`src/rtl/fp_pkg.sv`:
```
// Shared types and constants for the double-to-float converter arbiter.
package fp_pkg;

  typedef enum logic [1:0] {IDLE, LAUNCH, RUN, RESP} state_t;

  typedef enum logic [1:0] {RND_ZERO, RND_POS, RND_NEG, RND_NEAR} rnd_t;

  localparam logic [31:0] QNAN32 = 32'h7FC0_0000;

  localparam int unsigned FLAG_W       = 4;
  localparam int unsigned FLAG_UNF     = 0;
  localparam int unsigned FLAG_OVF     = 1;
  localparam int unsigned FLAG_NAN     = 2;
  localparam int unsigned FLAG_TIMEOUT = 3;

  typedef struct packed {
    logic [63:0] value;
    rnd_t        round;
  } cvt_req_t;

  typedef struct packed {
    logic [31:0]       value;
    logic [FLAG_W-1:0] flags;
  } cvt_rsp_t;

  // Assemble the response flag nibble from its named bits.
  function automatic logic [FLAG_W-1:0] make_flags(input logic timeout, input logic nan,
                                                   input logic ovf, input logic unf);
    logic [FLAG_W-1:0] f;
    f               = '0;
    f[FLAG_TIMEOUT] = timeout;
    f[FLAG_NAN]     = nan;
    f[FLAG_OVF]     = ovf;
    f[FLAG_UNF]     = unf;
    return f;
  endfunction

endpackage

```
`src/rtl/fp_d2f_arbiter_if.sv`:
```
// Request/response channel between the FPU issue logic and the converter arbiter.
interface fp_d2f_arbiter_if #(
  parameter int unsigned NREQ = 4
);
  localparam int unsigned IDW = $clog2(NREQ);

  logic [NREQ-1:0]      req_valid;
  logic [NREQ-1:0]      req_ready;
  logic [64*NREQ-1:0]   req_double;
  logic [2*NREQ-1:0]    req_round;
  logic                 rsp_valid;
  logic                 rsp_ready;
  logic [IDW-1:0]       rsp_id;
  logic [31:0]          rsp_float;
  logic [3:0]           rsp_flags;

  modport master (
    output req_valid, req_double, req_round, rsp_ready,
    input  req_ready, rsp_valid, rsp_id, rsp_float, rsp_flags
  );

  modport slave (
    input  req_valid, req_double, req_round, rsp_ready,
    output req_ready, rsp_valid, rsp_id, rsp_float, rsp_flags
  );
endinterface

```
`src/rtl/rr_arbiter.sv`:
```
// Combinational round-robin pick: first asserted request after last_grant.
module rr_arbiter #(
  parameter int unsigned NREQ = 4
) (
  input  logic [NREQ-1:0]         req,
  input  logic [$clog2(NREQ)-1:0] last_grant,
  output logic [NREQ-1:0]         grant,
  output logic [$clog2(NREQ)-1:0] grant_idx
);
  localparam int unsigned IDW = $clog2(NREQ);

  logic           found;
  logic [31:0]    cand;
  logic [IDW-1:0] cand_idx;

  always_comb begin
    grant     = '0;
    grant_idx = '0;
    found     = 1'b0;
    cand      = '0;
    cand_idx  = '0;
    for (int unsigned k = 1; k <= NREQ; k++) begin
      cand     = (32'(last_grant) + k) % NREQ;
      cand_idx = IDW'(cand);
      if (!found && req[cand_idx]) begin
        found           = 1'b1;
        grant[cand_idx] = 1'b1;
        grant_idx       = cand_idx;
      end
    end
  end

endmodule

```
`src/rtl/fp_d2f_arbiter.sv`:
```
// Shares one double-to-float converter among NREQ requesters; restarts the
// converter per transaction and bounds each conversion with a timeout.
module fp_d2f_arbiter
  import fp_pkg::*;
#(
  parameter int unsigned NREQ    = 4,
  parameter int unsigned TIMEOUT = 15
) (
  input  logic              clk,
  input  logic              reset,
  fp_d2f_arbiter_if.slave   bus,
  output logic              cvt_reset_n,
  output logic [63:0]       cvt_double,
  output logic [1:0]        cvt_rounding,
  input  logic              cvt_done,
  input  logic [31:0]       cvt_float,
  input  logic              cvt_nan,
  input  logic              cvt_ovf,
  input  logic              cvt_unf
);
  localparam int unsigned IDW = $clog2(NREQ);
  localparam int unsigned CW  = $clog2(TIMEOUT + 1);

  state_t          state_q, state_d;
  logic [IDW-1:0]  last_grant_q, last_grant_d;
  cvt_req_t        op_q, op_d;
  logic [IDW-1:0]  rsp_id_q, rsp_id_d;
  cvt_rsp_t        rsp_q, rsp_d;
  logic            rsp_valid_q, rsp_valid_d;
  logic            cvt_reset_n_q, cvt_reset_n_d;
  logic [CW-1:0]   cnt_q, cnt_d;
  logic [NREQ-1:0] req_ready_c;

  logic [NREQ-1:0] grant;
  logic [IDW-1:0]  grant_idx;

  rr_arbiter #(.NREQ(NREQ)) u_rr (
    .req        (bus.req_valid),
    .last_grant (last_grant_q),
    .grant      (grant),
    .grant_idx  (grant_idx)
  );

  always_ff @(posedge clk or negedge reset) begin
    if (!reset) begin
      state_q       <= IDLE;
      last_grant_q  <= IDW'(NREQ - 1);
      op_q          <= '0;
      rsp_id_q      <= '0;
      rsp_q         <= '0;
      rsp_valid_q   <= 1'b0;
      cvt_reset_n_q <= 1'b0;
      cnt_q         <= '0;
    end else begin
      state_q       <= state_d;
      last_grant_q  <= last_grant_d;
      op_q          <= op_d;
      rsp_id_q      <= rsp_id_d;
      rsp_q         <= rsp_d;
      rsp_valid_q   <= rsp_valid_d;
      cvt_reset_n_q <= cvt_reset_n_d;
      cnt_q         <= cnt_d;
    end
  end

  // Converter reset is registered: low in IDLE/LAUNCH, high from the first RUN cycle until acceptance.
  always_comb begin
    state_d       = state_q;
    last_grant_d  = last_grant_q;
    op_d          = op_q;
    rsp_id_d      = rsp_id_q;
    rsp_d         = rsp_q;
    rsp_valid_d   = rsp_valid_q;
    cvt_reset_n_d = cvt_reset_n_q;
    cnt_d         = cnt_q;
    req_ready_c   = '0;

    case (state_q)
      IDLE: begin
        cvt_reset_n_d = 1'b0;
        if (|bus.req_valid) begin
          req_ready_c = grant;
          for (int unsigned i = 0; i < NREQ; i++) begin
            if (grant[i]) begin
              op_d.value = bus.req_double[64*i +: 64];
              op_d.round = rnd_t'(bus.req_round[2*i +: 2]);
            end
          end
          rsp_id_d     = grant_idx;
          last_grant_d = grant_idx;
          state_d      = LAUNCH;
        end
      end
      LAUNCH: begin
        cnt_d         = '0;
        cvt_reset_n_d = 1'b1;
        state_d       = RUN;
      end
      RUN: begin
        // done has priority over expiry in the same cycle
        if (cvt_done) begin
          rsp_d.value = cvt_float;
          rsp_d.flags = make_flags(1'b0, cvt_nan, cvt_ovf, cvt_unf);
          rsp_valid_d = 1'b1;
          state_d     = RESP;
        end else if (cnt_q == CW'(TIMEOUT)) begin
          rsp_d.value = QNAN32;
          rsp_d.flags = make_flags(1'b1, 1'b0, 1'b0, 1'b0);
          rsp_valid_d = 1'b1;
          state_d     = RESP;
        end else begin
          cnt_d = cnt_q + CW'(1);
        end
      end
      RESP: begin
        if (bus.rsp_ready) begin
          rsp_valid_d   = 1'b0;
          cvt_reset_n_d = 1'b0;
          state_d       = IDLE;
        end
      end
      default: state_d = IDLE;
    endcase
  end

  assign bus.req_ready = req_ready_c;
  assign bus.rsp_valid = rsp_valid_q;
  assign bus.rsp_id    = rsp_id_q;
  assign bus.rsp_float = rsp_q.value;
  assign bus.rsp_flags = rsp_q.flags;

  assign cvt_reset_n   = cvt_reset_n_q;
  assign cvt_double    = op_q.value;
  assign cvt_rounding  = op_q.round;

endmodule
```
`src/flat_wrapper.sv`:
```
// flat-port wrapper written by rule: the top's interface ports become plain ports
module fp_d2f_arbiter_flat import fp_pkg::*;
#(
  parameter int unsigned NREQ    = 4,
  parameter int unsigned TIMEOUT = 15
)
  (clk, reset, cvt_reset_n, cvt_double, cvt_rounding, cvt_done, cvt_float, cvt_nan, cvt_ovf, cvt_unf, bus_req_valid, bus_req_double, bus_req_round, bus_rsp_ready, bus_req_ready, bus_rsp_valid, bus_rsp_id, bus_rsp_float, bus_rsp_flags);
  fp_d2f_arbiter_if #(.NREQ(NREQ)) bus_i ();
  input  logic clk;
  input  logic reset;
  output logic cvt_reset_n;
  output logic [63:0] cvt_double;
  output logic [1:0] cvt_rounding;
  input  logic cvt_done;
  input  logic [31:0] cvt_float;
  input  logic cvt_nan;
  input  logic cvt_ovf;
  input  logic cvt_unf;
  input wire logic [$bits(bus_i.req_valid)-1:0] bus_req_valid;
  input wire logic [$bits(bus_i.req_double)-1:0] bus_req_double;
  input wire logic [$bits(bus_i.req_round)-1:0] bus_req_round;
  input wire logic [$bits(bus_i.rsp_ready)-1:0] bus_rsp_ready;
  output wire logic [$bits(bus_i.req_ready)-1:0] bus_req_ready;
  output wire logic [$bits(bus_i.rsp_valid)-1:0] bus_rsp_valid;
  output wire logic [$bits(bus_i.rsp_id)-1:0] bus_rsp_id;
  output wire logic [$bits(bus_i.rsp_float)-1:0] bus_rsp_float;
  output wire logic [$bits(bus_i.rsp_flags)-1:0] bus_rsp_flags;
  assign bus_i.req_valid = bus_req_valid;
  assign bus_i.req_double = bus_req_double;
  assign bus_i.req_round = bus_req_round;
  assign bus_i.rsp_ready = bus_rsp_ready;
  assign bus_req_ready = bus_i.req_ready;
  assign bus_rsp_valid = bus_i.rsp_valid;
  assign bus_rsp_id = bus_i.rsp_id;
  assign bus_rsp_float = bus_i.rsp_float;
  assign bus_rsp_flags = bus_i.rsp_flags;
  fp_d2f_arbiter #(.NREQ(NREQ), .TIMEOUT(TIMEOUT)) u_core (.clk(clk), .reset(reset), .bus(bus_i), .cvt_reset_n(cvt_reset_n), .cvt_double(cvt_double), .cvt_rounding(cvt_rounding), .cvt_done(cvt_done), .cvt_float(cvt_float), .cvt_nan(cvt_nan), .cvt_ovf(cvt_ovf), .cvt_unf(cvt_unf));
endmodule
```
`config.mk`:
```
export PLATFORM = sky130hd
export DESIGN_NAME = fp_d2f_arbiter_flat
export DESIGN_NICKNAME = d
export VERILOG_FILES = /design/src/rtl/fp_pkg.sv /design/src/rtl/fp_d2f_arbiter_if.sv /design/src/rtl/rr_arbiter.sv /design/src/rtl/fp_d2f_arbiter.sv /design/src/flat_wrapper.sv
export SDC_FILE = /design/constraint.sdc
export NUM_CORES = 1
export LEC_CHECK = 0
export CAP_MARGIN = 20
export CORE_AREA = 2 2 163 165
export DETAILED_ROUTE_END_ITERATION = 6
export DIE_AREA = 0 0 165 167
export GPL_ROUTABILITY_DRIVEN = 0
export PLACE_DENSITY_LB_ADDON = 0.1
export SKIP_LAST_GASP = 1
export SLEW_MARGIN = 20
export SYNTH_ARGS = -nofsm -noshare
export SYNTH_HDL_FRONTEND = slang
export SYNTH_HIERARCHICAL = 1
export SYNTH_SLANG_ARGS = --single-unit
```
`constraint.sdc`:
```
create_clock -name clk -period 5 [get_ports clk]
set_clock_uncertainty 0.1 [all_clocks]
set_input_delay 1 -clock clk [delete_from_list [all_inputs] [get_ports clk]]
set_output_delay 1 -clock clk [all_outputs]
set_load 0.02 [all_outputs]
```
==> impl_metrics.env <==
export IMPL_cts_tree="done"
export IMPL_power_leakage_nw=5.34
export IMPL_die_y_um=167
export IMPL_final_util_pct=47.5
export IMPL_grt_pass1_wl_um=40600
export IMPL_post_route_cells_drive_above_1_share_pct=12.1
export IMPL_die_area_mm2=0.0276
export IMPL_ys_seq_area_share_pct=39.7
export IMPL_crit_path_start="u_core/last_grant_q[0]"
export IMPL_r2r_start="u_core/last_grant_q[0]"
export IMPL_numPortBuffers=416
export IMPL_report_final_setup_viol=0
export IMPL_detailedRoute_firstPassIterationCount=7
export IMPL_initialDrtViolationCount=786
export IMPL_synth_flop_cell="sky130_fd_sc_hd__dfrtp_1"
export IMPL_cts_post_setup_buffers_inserted=0
export IMPL_synth_nets=992
export IMPL_global_route_usage_total_pct=19.4
export IMPL_hold_path_class="register to register"
export IMPL_yosys_register_bits=114
export IMPL_min_period_ns=4.65
export IMPL_ioPinCount=417
export IMPL_route_antenna_remaining_nets=0
export IMPL_clockRootBuffer="sky130_fd_sc_hd__clkbuf_16"
export IMPL_die_width_um=165
export IMPL_grt_start_max_net_pins=68
export IMPL_wl_per_cell_um=19.4
export IMPL_hold_viol=0
export IMPL_cts_hold_buffers=0
export IMPL_ctsResizeCount=0
export IMPL_setup_tns_ns=0
export IMPL_ff2ff_setup_slack_ns=0.95
export IMPL_layout_nets=1389
export IMPL_run_status="complete, but fails checks"
export IMPL_synthDistinctLibCells=52
export IMPL_path_clk_slew_ns=0.07
export IMPL_crit_path_max_fanout=20
export IMPL_peakVddDrop_mv=0.483
export IMPL_initial_utilization_pct=27.9
export IMPL_cts_htree_levels=4
export IMPL_synthesis_yosys_warnings=6
export IMPL_timing_final_crit_share_pct=93.0
export IMPL_asyncSetResetFlopFracSynth_pct=100
export IMPL_timing_max_transition_violations_final=0
export IMPL_failed_checks="design-rule violations"
export IMPL_first_global_vias=6768
export IMPL_worstSetupStartpointType="register"
export IMPL_vias=6716
export IMPL_grt_setup_unrepaired="no"
export IMPL_synthToLayoutAreaGrowth_pct=70.5
export IMPL_post_synth_inst_count=671
export IMPL_critical_path_class="register to primary output"
export IMPL_number_of_design_rule_violations_left_after_detail_routing=14
export IMPL_max_slew_worst_pin_slew_ns=1.05
export IMPL_max_slew_margin_pct=30.0
export IMPL_overflow=0
export IMPL_max_freq_ghz=0.215
export IMPL_core_mm2=0.0258
export IMPL_timing_critical_path_to_type="primary output"
export IMPL_antenna_violations_before_repair=0
export IMPL_std_cell_rows=59
export IMPL_synth_area_mm2=0.00719
export IMPL_maxCapViolCount=0
export IMPL_antenna_cells_inserted=0
export IMPL_min_delay_start="u_core/bus.rsp_float[26]"
export IMPL_cts_root_to_sink_buffers=2
export IMPL_nFillCells=2428
export IMPL_post_dp_hpwl_um=20900
export IMPL_totalWireLength_um=27500
export IMPL_avgViaCountPerCell=4.74
export IMPL_worstPathRequired_ns=3.90
export IMPL_cell_pwr_density_mw_per_mm2=698
export IMPL_clock_sink_count=114
export IMPL_synth_area_per_cell_um2=10.7
export IMPL_cts_buffers=17
export IMPL_synth_edff_count=0
export IMPL_clock_latency_on_the_worst_skew_pair_ns=0.41
export IMPL_cp_data_arrival_time_ns=3.55
-- final timing paths --
check | to | cells past startpoint
min in group asynchronous | u_core/bus.rsp_float[11] | 1
worst min register to register | u_core/bus.rsp_float[26] | 1
max in group asynchronous | u_core/cvt_double[56] | 2
worst min-delay path | u_core/bus.rsp_float[26] | 1
worst max register to register | u_core/cvt_double[23] | 10
worst max-delay path | bus_req_ready[1] | 8
-- worst max-delay path, stage by stage (launching register included) --
cell and delay [ns]:
sky130_fd_sc_hd__dfstp_2 0.76, sky130_fd_sc_hd__inv_1 0.19, sky130_fd_sc_hd__ha_1 0.52, sky130_fd_sc_hd__mux4_2 0.43, sky130_fd_sc_hd__nand2_1 0.09, sky130_fd_sc_hd__o21ai_0 0.09
sky130_fd_sc_hd__a221o_4 0.37, sky130_fd_sc_hd__and2_1 0.15, sky130_fd_sc_hd__clkdlybuf4s50_1 0.54
-- through the flow --
| step | setup WS (ns) | power, mW | hold slack [ns] | instance area, um2 | std cells |
|---|---|---|---|---|---|
| after floorplan | 0.958 | 5.30 | 0.385 | 7190 | 671 |
| after global placement | 0.426 | 7.43 | 0.370 | 11700 | 1383 |
| after detailed placement | 0.406 | 7.42 | 0.376 | 11700 | 1384 |
| after CTS | 0.325 | 8.66 | 0.397 | 12200 | 1416 |
| after global routing | 0.113 | 9.08 | 0.414 | 12200 | 1416 |
| final | 0.348 | 8.54 | 0.393 | 12200 | 1416 |
-- synthesized netlist by cell type (4+ instances only) --
cell type / number / area share (%)
sky130_fd_sc_hd__a222oi_1: 65 / 9.1
sky130_fd_sc_hd__buf_2: 11 / 0.77
sky130_fd_sc_hd__and2_1: 5 / 0.44
sky130_fd_sc_hd__nor3_1: 4 / 0.28
sky130_fd_sc_hd__nor2_1: 6 / 0.31
sky130_fd_sc_hd__a22o_1: 26 / 3.2
sky130_fd_sc_hd__dfrtp_1: 112 / 39
sky130_fd_sc_hd__nand3b_1: 10 / 1.0
sky130_fd_sc_hd__buf_6: 8 / 1.3
sky130_fd_sc_hd__o21a_1: 10 / 1.0
sky130_fd_sc_hd__o21ai_0: 7 / 0.49
sky130_fd_sc_hd__ha_1: 14 / 2.4
sky130_fd_sc_hd__mux2_2: 28 / 4.4
sky130_fd_sc_hd__o211ai_1: 6 / 0.63
sky130_fd_sc_hd__mux2_4: 40 / 8.4
sky130_fd_sc_hd__nand2b_1: 4 / 0.35
sky130_fd_sc_hd__a21oi_1: 4 / 0.28
sky130_fd_sc_hd__buf_4: 8 / 0.84
sky130_fd_sc_hd__nand2_1: 23 / 1.2
sky130_fd_sc_hd__nor2b_1: 6 / 0.52
sky130_fd_sc_hd__mux2i_1: 67 / 9.3
sky130_fd_sc_hd__clkbuf_1: 23 / 1.2
sky130_fd_sc_hd__inv_1: 141 / 7.4
sky130_fd_sc_hd__a221o_2: 4 / 0.63
-- metal layers --
metal	global-route usage (%)	up-vias	share of wire (%)
met5	0	-	0
li1	-	3228	-
met1	23.5	3167	40
met3	5.63	25	8.6
met2	33.3	296	50
met4	5.29	0	1.6
-- flip-flops by register name, indices dropped and copies added (netlist names) --
signal,count
u_core/bus.rsp_flags,4
u_core/cvt_double,64
u_core/bus.rsp_valid,1
u_core/last_grant_q,2
u_core/state_q,2
u_core/bus.rsp_id,2
u_core/bus.rsp_float,32
u_core/cvt_rounding,2
u_core/cvt_reset_n,1
u_core/cnt_q,4
-- kinds of logic after synthesis --
| logic type | synth area share [%] |
|---|---|
| AO/OA/AOI/OAI | 18.4 |
| adder cells (fa/ha/maj) | 2.44 |
| buffers and inverters | 11.6 |
| flip-flops | 39.7 |
| multiplexers | 22.7 |
| AND/OR/NAND/NOR | 5.12 |
-- cell type report --
cell class	instances	area, um2	share of cell area, %
Multi-Input combinational cell	363	3530	28.8
Inverter	141	529	4.32
Timing Repair Buffer	431	4340	35.5
Tap cell	335	419	3.42
Clock buffer	18	429	3.50
Clock inverter	14	144	1.17
Sequential cell	114	2860	23.3
-- placed cells by master (no fill, tap or decap), types with 14 or more instances in the layout --
master and count:
sky130_fd_sc_hd__dfrtp_1 112, sky130_fd_sc_hd__nand2_1 23, sky130_fd_sc_hd__mux2i_1 67, sky130_fd_sc_hd__mux2_4 40, sky130_fd_sc_hd__mux2_2 28, sky130_fd_sc_hd__ha_1 14
sky130_fd_sc_hd__inv_1 141, sky130_fd_sc_hd__a222oi_1 65, sky130_fd_sc_hd__a22o_1 26, sky130_fd_sc_hd__clkbuf_16 17, sky130_fd_sc_hd__clkdlybuf4s50_1 415
-- where the power goes --
group / switching [mW] / leakage, nW / internal (mW)
Combinational: 2.85 / 3.72 / 2.82
Clock: 0.478 / 0.275 / 0.699
Sequential: 0.293 / 1.34 / 1.41
Total: 3.62 / 5.34 / 4.92
No activity file was read; power rests on OpenSTA's default activity.
